## src/rtl/ipb_io_bridge_if.sv

```systemverilog
// IPbus slave handshake plus per-channel register-IO strobes for ipb_io_bridge.
// The bridge connects through the slave modport; the fabric/IO side uses master.
interface ipb_io_bridge_if #(
    parameter int NCH   = 4,
    parameter int SEL_W = 2
);
    logic             ipb_strobe;
    logic             ipb_write;
    logic [SEL_W-1:0] ipb_sel;
    logic [NCH-1:0]   io_rd_ack;
    logic [NCH-1:0]   io_rd_en;
    logic [NCH-1:0]   io_wr_en;
    logic             io_sync;
    logic             ipb_ack;
    logic             ipb_err;

    modport slave (
        input  ipb_strobe, ipb_write, ipb_sel, io_rd_ack,
        output io_rd_en, io_wr_en, io_sync, ipb_ack, ipb_err
    );

    modport master (
        output ipb_strobe, ipb_write, ipb_sel, io_rd_ack,
        input  io_rd_en, io_wr_en, io_sync, ipb_ack, ipb_err
    );
endinterface

```

## src/rtl/ipb_io_bridge.sv

```systemverilog
// IPbus slave to NCH-channel register-IO bridge: held read enable with settle delay,
// timed write enable, and one-cycle ack/err so the bus never hangs.
module ipb_io_bridge #(
    parameter int NCH          = 4,
    parameter int SEL_W        = 2,
    parameter int READ_DLY     = 2,
    parameter int WR_SETUP     = 1,
    parameter int WR_EN_CYCLES = 1,
    parameter int TIMEOUT      = 255
) (
    input  logic                 clk,
    input  logic                 res_n,
    ipb_io_bridge_if.slave       bus
);

    localparam int TO_W = (TIMEOUT > 1) ? $clog2(TIMEOUT + 1) : 1;
    localparam logic [TO_W-1:0] TO_LAST = TO_W'((TIMEOUT > 0) ? TIMEOUT - 1 : 0);
    localparam logic [3:0] RD_LAST = 4'((READ_DLY > 0) ? READ_DLY - 1 : 0);
    localparam logic [3:0] WS_LAST = 4'((WR_SETUP > 0) ? WR_SETUP - 1 : 0);
    localparam logic [3:0] WE_LAST = 4'((WR_EN_CYCLES > 0) ? WR_EN_CYCLES - 1 : 0);

    typedef enum logic [3:0] {
        S_IDLE,
        S_RD_START,
        S_RD_WAIT,
        S_RD_DLY,
        S_RD_ACK,
        S_WR_SETUP,
        S_WR_EN,
        S_WR_ACK,
        S_ERR
    } state_t;

    state_t           state;
    state_t           next_state;
    logic [SEL_W-1:0] ch;
    logic [NCH-1:0]   ch_oh;
    logic [3:0]       dcnt;
    logic [TO_W-1:0]  tcnt;
    logic             sel_ok;
    logic             rd_ack_hit;

    always_comb begin
        ch_oh = '0;
        for (int i = 0; i < NCH; i++) begin
            ch_oh[i] = (ch == SEL_W'(i));
        end
    end

    assign sel_ok     = (int'(bus.ipb_sel) < NCH);
    // Acks from channels other than the latched one must not advance the read.
    assign rd_ack_hit = |(bus.io_rd_ack & ch_oh);

    always_ff @(posedge clk or negedge res_n) begin
        if (!res_n) begin
            state <= S_IDLE;
        end else begin
            state <= next_state;
        end
    end

    // Both counters restart on every state change so each state times itself from zero.
    always_ff @(posedge clk or negedge res_n) begin
        if (!res_n) begin
            ch   <= '0;
            dcnt <= '0;
            tcnt <= '0;
        end else begin
            if (state == S_IDLE && bus.ipb_strobe) begin
                ch <= bus.ipb_sel;
            end
            dcnt <= (next_state != state) ? 4'd0 : dcnt + 4'd1;
            tcnt <= (next_state != state) ? '0 : tcnt + TO_W'(1);
        end
    end

    always_comb begin
        next_state   = state;
        bus.io_rd_en = '0;
        bus.io_wr_en = '0;
        bus.io_sync  = 1'b1;
        bus.ipb_ack  = 1'b0;
        bus.ipb_err  = 1'b0;
        case (state)
            S_IDLE: begin
                bus.io_sync = 1'b0;
                if (bus.ipb_strobe) begin
                    if (!sel_ok)
                        next_state = S_ERR;
                    else if (!bus.ipb_write)
                        next_state = S_RD_START;
                    else if (WR_SETUP > 0)
                        next_state = S_WR_SETUP;
                    else
                        next_state = S_WR_EN;
                end
            end
            S_RD_START: begin
                bus.io_rd_en = ch_oh;
                next_state   = S_RD_WAIT;
            end
            S_RD_WAIT: begin
                bus.io_rd_en = ch_oh;
                // A late ack in the final timeout cycle still completes the read.
                if (rd_ack_hit)
                    next_state = (READ_DLY > 0) ? S_RD_DLY : S_RD_ACK;
                else if (TIMEOUT != 0 && tcnt == TO_LAST)
                    next_state = S_ERR;
            end
            S_RD_DLY: begin
                bus.io_rd_en = ch_oh;
                if (dcnt == RD_LAST)
                    next_state = S_RD_ACK;
            end
            S_RD_ACK: begin
                bus.io_rd_en = ch_oh;
                bus.ipb_ack  = 1'b1;
                next_state   = S_IDLE;
            end
            S_WR_SETUP: begin
                if (dcnt == WS_LAST)
                    next_state = S_WR_EN;
            end
            S_WR_EN: begin
                bus.io_wr_en = ch_oh;
                if (dcnt == WE_LAST)
                    next_state = S_WR_ACK;
            end
            S_WR_ACK: begin
                bus.ipb_ack = 1'b1;
                next_state  = S_IDLE;
            end
            S_ERR: begin
                bus.ipb_err = 1'b1;
                next_state  = S_IDLE;
            end
            default: next_state = S_IDLE;
        endcase
    end

endmodule

```

## src/flat_wrapper.sv

```systemverilog
// flat-port wrapper written by rule: the top's interface ports become plain ports
module ipb_io_bridge_flat 
#(
    parameter int NCH          = 4,
    parameter int SEL_W        = 2,
    parameter int READ_DLY     = 2,
    parameter int WR_SETUP     = 1,
    parameter int WR_EN_CYCLES = 1,
    parameter int TIMEOUT      = 255
)
  (clk, res_n, bus_ipb_strobe, bus_ipb_write, bus_ipb_sel, bus_io_rd_ack, bus_io_rd_en, bus_io_wr_en, bus_io_sync, bus_ipb_ack, bus_ipb_err);
  ipb_io_bridge_if #(.NCH(NCH), .SEL_W(SEL_W)) bus_i ();
  input  logic clk;
  input  logic res_n;
  input wire logic [$bits(bus_i.ipb_strobe)-1:0] bus_ipb_strobe;
  input wire logic [$bits(bus_i.ipb_write)-1:0] bus_ipb_write;
  input wire logic [$bits(bus_i.ipb_sel)-1:0] bus_ipb_sel;
  input wire logic [$bits(bus_i.io_rd_ack)-1:0] bus_io_rd_ack;
  output wire logic [$bits(bus_i.io_rd_en)-1:0] bus_io_rd_en;
  output wire logic [$bits(bus_i.io_wr_en)-1:0] bus_io_wr_en;
  output wire logic [$bits(bus_i.io_sync)-1:0] bus_io_sync;
  output wire logic [$bits(bus_i.ipb_ack)-1:0] bus_ipb_ack;
  output wire logic [$bits(bus_i.ipb_err)-1:0] bus_ipb_err;
  assign bus_i.ipb_strobe = bus_ipb_strobe;
  assign bus_i.ipb_write = bus_ipb_write;
  assign bus_i.ipb_sel = bus_ipb_sel;
  assign bus_i.io_rd_ack = bus_io_rd_ack;
  assign bus_io_rd_en = bus_i.io_rd_en;
  assign bus_io_wr_en = bus_i.io_wr_en;
  assign bus_io_sync = bus_i.io_sync;
  assign bus_ipb_ack = bus_i.ipb_ack;
  assign bus_ipb_err = bus_i.ipb_err;
  ipb_io_bridge #(.NCH(NCH), .SEL_W(SEL_W), .READ_DLY(READ_DLY), .WR_SETUP(WR_SETUP), .WR_EN_CYCLES(WR_EN_CYCLES), .TIMEOUT(TIMEOUT)) u_core (.clk(clk), .res_n(res_n), .bus(bus_i));
endmodule
```

## config.mk

```make
export PLATFORM = sky130hd
export DESIGN_NAME = ipb_io_bridge_flat
export DESIGN_NICKNAME = d
export VERILOG_FILES = /design/src/rtl/ipb_io_bridge_if.sv /design/src/rtl/ipb_io_bridge.sv /design/src/flat_wrapper.sv
export SDC_FILE = /design/constraint.sdc
export NUM_CORES = 1
export LEC_CHECK = 0
export ABC_AREA = 1
export BUFFER_PORTS_ARGS = -buffer_cell sky130_fd_sc_hd__buf_2
export CORE_MARGIN = 2
export CORE_UTILIZATION = 54
export CTS_CLUSTER_DIAMETER = 150
export DETAILED_ROUTE_END_ITERATION = 12
export PLACE_DENSITY = 0.73
export SLEW_MARGIN = 5
export SYNTH_ARGS = -nofsm -noshare
export SYNTH_HDL_FRONTEND = slang
export SYNTH_SLANG_ARGS = --single-unit
```

## constraint.sdc

```tcl
create_clock -name clk -period 2 [get_ports clk]
set_input_delay 0 -clock clk [delete_from_list [all_inputs] [get_ports clk]]
set_output_delay 0 -clock clk [all_outputs]
set_load 0.02 [all_outputs]
```

==> results of run 1 <==
-- cell families (layout without fill, tap and decap cells) --
group	after synthesis	after routing
simple gates	97	97
buf+inv	21	46
flops	18	18
xor+xnor	8	8
fa+ha+maj	5	5
compound gates	5	5
-- cell usage after synthesis (all sizes together) --
cell	count	share of area
ha	5	0.053
nor4	1	0.0053
inv	19	0.060
nand3	16	0.076
nor3	16	0.11
o21ai	2	0.0084
nand2	37	0.12
xor2	5	0.037
a21oi	3	0.016
xnor2	3	0.022
nor2	27	0.089
dfrtp	18	0.38
buf	2	0.019
-- registers in the layout, indices dropped and copies added, names as in the netlist --
register	count
u_core.ch	2
u_core.dcnt	4
u_core.state	4
u_core.tcnt	8
-- timing repair --
action,in CTS,in global routing
hold buffers,3,0
endpoints found under the setup margin,0,4
endpoints found under the hold margin,20,0
gates resized for setup,0,1
-- how the worst min path moves through the flow --
stage | startpoint | end | slack, ns | cells after the start
final | bus_ipb_strobe | u_core.ch[0]$_DFFE_PN0P_ | 0.06 | 3
after CTS | bus_ipb_strobe | u_core.ch[1]$_DFFE_PN0P_ | 0.04 | 3
after detailed placement | res_n | u_core.ch[1]$_DFFE_PN0P_ | -0.05 | 1
after global placement | res_n | u_core.ch[1]$_DFFE_PN0P_ | -0.05 | 1
after global routing | bus_ipb_strobe | u_core.ch[0]$_DFFE_PN0P_ | 0.07 | 3
after floorplan | res_n | u_core.ch[0]$_DFFE_PN0P_ | -0.30 | 0
-- power by group through the flow --
stage          clock network [mW]  registers [mW]  logic [mW]
5_1_grt                     0.244           0.570        1.36
6_report                    0.220           0.550        1.20
4_1_cts                     0.230           0.549        1.19
2_1_floorplan                   0           0.534        1.04
3_3_place_gp                    0           0.550        1.14
3_5_place_dp                    0           0.557        1.18
-- layout make-up --
type	count	share of cell area
Multi-Input combinational cell	115	0.475
Clock buffer	4	0.0263
Inverter	19	0.0518
Tap cell	28	0.0254
Sequential cell	18	0.327
Timing Repair Buffer	23	0.0945
-- critical path, stage by stage, from the launching register on --
cell     delay [ns]
dfrtp_1        0.41
inv_1          0.15
nand2_1        0.12
nor3_1         0.27
nand2_1        0.13
nand2_1        0.11
nand2_2        0.06
nand2_2        0.28
nor3_1         0.11
-- cell usage in the layout, fill, tap and decap left out, drive strengths merged --
cell type	synthesis	layout
a21oi	3	3
nand2	37	37
inv	19	19
nor3	16	16
clkbuf	0	4
buf	2	20
xnor2	3	3
o21ai	2	2
ha	5	5
nor2	27	27
nand3	16	16
dfrtp	18	18
dlygate4sd3	0	3
xor2	5	5
nor4	1	1
-- layer usage --
metal / track usage / part of all wire
met1: 0.241 / 0.41
met2: 0.357 / 0.52
met3: 0.0292 / 0.051
met4: 0.0856 / 0.015
met5: 0 / 0
==> results.cfg, run 1 <==
[global_routing]
grt_util_all_layers = 0.201
grt_max_degree = 19
grt_first_pass_wirelength_um = 3980
grt_overflow = 0
antenna_found_initial = 0
grt_pass1_vias = 990

[power_and_ir_drop]
seq_power_share = 0.280
powerDensity_mw_per_mm2 = 1430
ir_drop_uv = 969
switchingPower_mw = 1.06
netSwitchingFraction = 0.539
leakage_nw = 0.708
p_total_mw = 1.97
internal_power_uw = 907
combinationalPowerShare = 0.609
clock_power_share = 0.112

[place]
place_area_mm2 = 0.00130
pre_cts_ws_ns = 0.160
port_buffers = 20
place_inst = 200
place_hpwl_um = 1770
place_congestion = 0.928

[clock_network]
clockBufferDepth = 2
cts_buffers = 3
clk-insertion-delay-late_ns = 0.29
cts_tree = yes
cts_root_buffer = clkbuf_4
path_clk_slew_ns = 0.10
h-tree-depth = 1
clkSinkCount = 18
cts_setup_buffers = 0

[layout]
drive_gt1_frac = 0.240
diodes = 0
area_growth_pct = 15.7
regArea_um2 = 450
fillers = 177
fin_area_mm2 = 0.00138
layout.nets = 195
multi_input_area_um2 = 654
instances_no_fill = 207
fin_util = 0.641

[logic_synthesis]
yosys_warnings = 0
yosys.area_share.adder = 0.0525
syn_area_mm2 = 0.00119
netlist_instances = 154
yosysSeqAreaShare = 0.378
synth_top_family_by_area = simple AND/OR/NAND/NOR gates
ys_seq_elements = 18
synth_cell_type_count = 21
synthMuxAreaShare = 0
syn_nets = 169
synthSimpleGateAreaFrac = 0.408
synth.avg_cell_area_um2 = 7.73
synth_xor_area_frac = 0.0588
synth-compound-area-share = 0.0242

[worst_setup_path]
ff2ff_path_depth = 8
startpoint_type = flop
startpoint = u_core.state[2]$_DFF_PN0_
worstReg2RegStart = u_core.state[2]$_DFF_PN0_
reg2reg_to = u_core.dcnt[3]$_DFF_PN0_
cp_max_fo = 12
crit_end = u_core.dcnt[3]$_DFF_PN0_
critPathKind = reg -> reg
cp-end-kind = flop
cp.arrival_ns = 1.94
crit_required_ns = 2.16
reg2reg_slack_ns = 0.23

[timing]
slew_headroom = 0.705
slew_violations = 0
rsz0062_at_grt = false
setup-violations-final = 0
skew_ns = 0.00458
fin_ws_ns = 0.227
holdWs_ns = 0.0588
setup_tns_ns = 0
final_hold_viol_count = 0
fmax_ghz = 0.564
period_share = 0.886
period_needed_ns = 1.77
worst_pin_slew_ns = 0.438

[detailed_routing]
first_pass_iters = 4
vias = 1050
wl_per_cell_um = 11.0
drc = 0
totalWireLength_um = 2280
postRouteAntennaNets = 0
drt_iter0_markers = 23
via_per_inst = 5.07

[floorplan]
core_region_area_mm2 = 0.00215
die_x_um = 51.0
initial_core_util = 0.554
rows = 17
ios = 21
die_y_um = 51.0
dieArea_mm2 = 0.00260

[min_path]
hp-class = in -> reg

[outcome]
status = finished, final reports clean

[flow_run]
maxCapViolCount = 0
(Power assumes the default switching activity.)
==> run 2: changes to the inputs <==
--- a/config.mk
+++ b/config.mk
@@ -12,6 +12,7 @@
 export CTS_CLUSTER_DIAMETER = 150
 export DETAILED_ROUTE_END_ITERATION = 12
 export PLACE_DENSITY = 0.73
+export RECOVER_POWER = 50
 export SLEW_MARGIN = 5
 export SYNTH_ARGS = -nofsm -noshare
 export SYNTH_HDL_FRONTEND = slang
==> run 2 against run 1 <==
Non-clock buffer count did not move. Via count fell by 0.38%. Combinational power barely moved. Clock power barely moved. Sequential share of layout area rose by 0.18 points. Sequential power barely moved. Sequential cell count did not move. Total power fell by 0.22%. Fmax barely moved.
==> results.cfg, run 2 (synthesis results as in run 1) <==
[outcome]
status = finished, final reports clean

[worst_setup_path]
crit_end = u_core.dcnt[3]$_DFF_PN0_
reg2reg_to = u_core.dcnt[3]$_DFF_PN0_
reg2reg_slack_ns = 0.23
startpoint_type = flop
worstReg2RegStart = u_core.tcnt[0]$_DFF_PN0_
cp_max_fo = 12
critPathKind = reg -> reg
startpoint = u_core.tcnt[0]$_DFF_PN0_
cp.arrival_ns = 1.98
cp-end-kind = flop
crit_required_ns = 2.20
ff2ff_path_depth = 12

[floorplan]
dieArea_mm2 = 0.00260
ios = 21
die_y_um = 51.0
die_x_um = 51.0
rows = 17
initial_core_util = 0.554
core_region_area_mm2 = 0.00215

[global_routing]
grt_overflow = 0
grt_max_degree = 19
grt_util_all_layers = 0.201
antenna_found_initial = 0
grt_pass1_vias = 990
grt_first_pass_wirelength_um = 3980

[layout]
largest_reg_flops = 8
fin_util = 0.638
instances_no_fill = 207
final_common_cell = nand2_1
layout.nets = 195
diodes = 0
layout_common_cells = 34 x nand2_1, 25 x nor2_1, 18 x inv_1, 18 x buf_2, 18 x dfrtp_1
area_growth_pct = 15.0
regMostFlops = u_core.tcnt
top_regs = u_core.tcnt (8), u_core.dcnt (4), u_core.state (4)
drive_gt1_frac = 0.223

[place]
place_congestion = 0.928
pre_cts_ws_ns = 0.160
place_hpwl_um = 1770
place_inst = 200
port_buffers = 20

[clock_network]
clockBufferDepth = 2
cts_tree = yes
path_clk_slew_ns = 0.10
clk-insertion-delay-late_ns = 0.29
cts_root_buffer = clkbuf_4
clkSinkCount = 18
cts_buffers = 3
h-tree-depth = 1

[timing]
setup-violations-final = 0
slew_headroom = 0.351
rsz0062_at_grt = false
slew_violations = 0
final_hold_viol_count = 0
skew_ns = 0.00458
fin_ws_ns = 0.227
period_share = 0.887
holdWs_ns = 0.0954
fmax_ghz = 0.564
setup_tns_ns = 0
period_needed_ns = 1.77
worst_pin_slew_ns = 0.973

[detailed_routing]
totalWireLength_um = 2290
vias = 1046
drc = 0
drt_iter0_markers = 23
postRouteAntennaNets = 0
wl_per_cell_um = 11.1
via_per_inst = 5.05
first_pass_iters = 4

[power_and_ir_drop]
ir_drop_uv = 962
powerDensity_mw_per_mm2 = 1430
leakage_nw = 0.703

[min_path]
hp-class = in -> reg

[flow_run]
maxCapViolCount = 0
run 2: final cells by class:
cell class / count / area, um2
multi-input cells: 115 / 649
well taps: 28 / 35.0
fillers: 180 / 778
repair buffers: 23 / 128
inverters: 19 / 71.3
clock buffers: 4 / 36.3
flip-flops and latches: 18 / 450
run 2: layer usage:
layer,share of wire,up-vias,global-route usage
met5,0,-,0
met4,0.015,0,0.0856
met3,0.045,4,0.0292
met2,0.52,32,0.357
met1,0.42,475,0.241
li1,-,535,-
run 2: per-stage QoR:
stage          total power, mW  cell area [um2]
2_1_floorplan             1.57             1190
3_3_place_gp              1.69             1300
3_5_place_dp              1.73             1300
4_1_cts                   1.97             1370
5_1_grt                   2.16             1370
6_report                  1.96             1370
run 2: what timing repair did:
item,in CTS,in global routing
hold buffers,3,0
endpoints found under the hold margin,20,0
endpoints found under the setup margin,0,4
resized for setup,0,1
setup buffers,0,0
run 2: worst min-delay path by stage:
stage / start / end / slack [ns] / depth (start not counted)
floorplan: res_n / u_core.ch[0]$_DFFE_PN0P_ / -0.30 / 0
global placement: res_n / u_core.ch[1]$_DFFE_PN0P_ / -0.05 / 1
detailed placement: res_n / u_core.ch[1]$_DFFE_PN0P_ / -0.05 / 1
CTS: bus_ipb_strobe / u_core.ch[1]$_DFFE_PN0P_ / 0.04 / 3
global route: bus_io_rd_ack[0] / u_core.state[3]$_DFF_PN0_ / 0.12 / 6
finish: bus_io_rd_ack[0] / u_core.state[3]$_DFF_PN0_ / 0.1 / 6
run 2: critical path, cell delays in order, from the launching register on:
cell and delay [ns]:
dfrtp_1 0.43, inv_1 0.07, ha_1 0.14, inv_1 0.04, nor2_1 0.09, nand2_1 0.10
nand2_1 0.07, nand2_1 0.05, nand2_1 0.09, nand2_1 0.08, nand2_2 0.07, nand2_2 0.21
nor3_1 0.26
run 2: report_power, final:
group / internal, mW / switching, mW
logic: 0.342 / 0.853
registers: 0.450 / 0.0999
clock network: 0.111 / 0.109
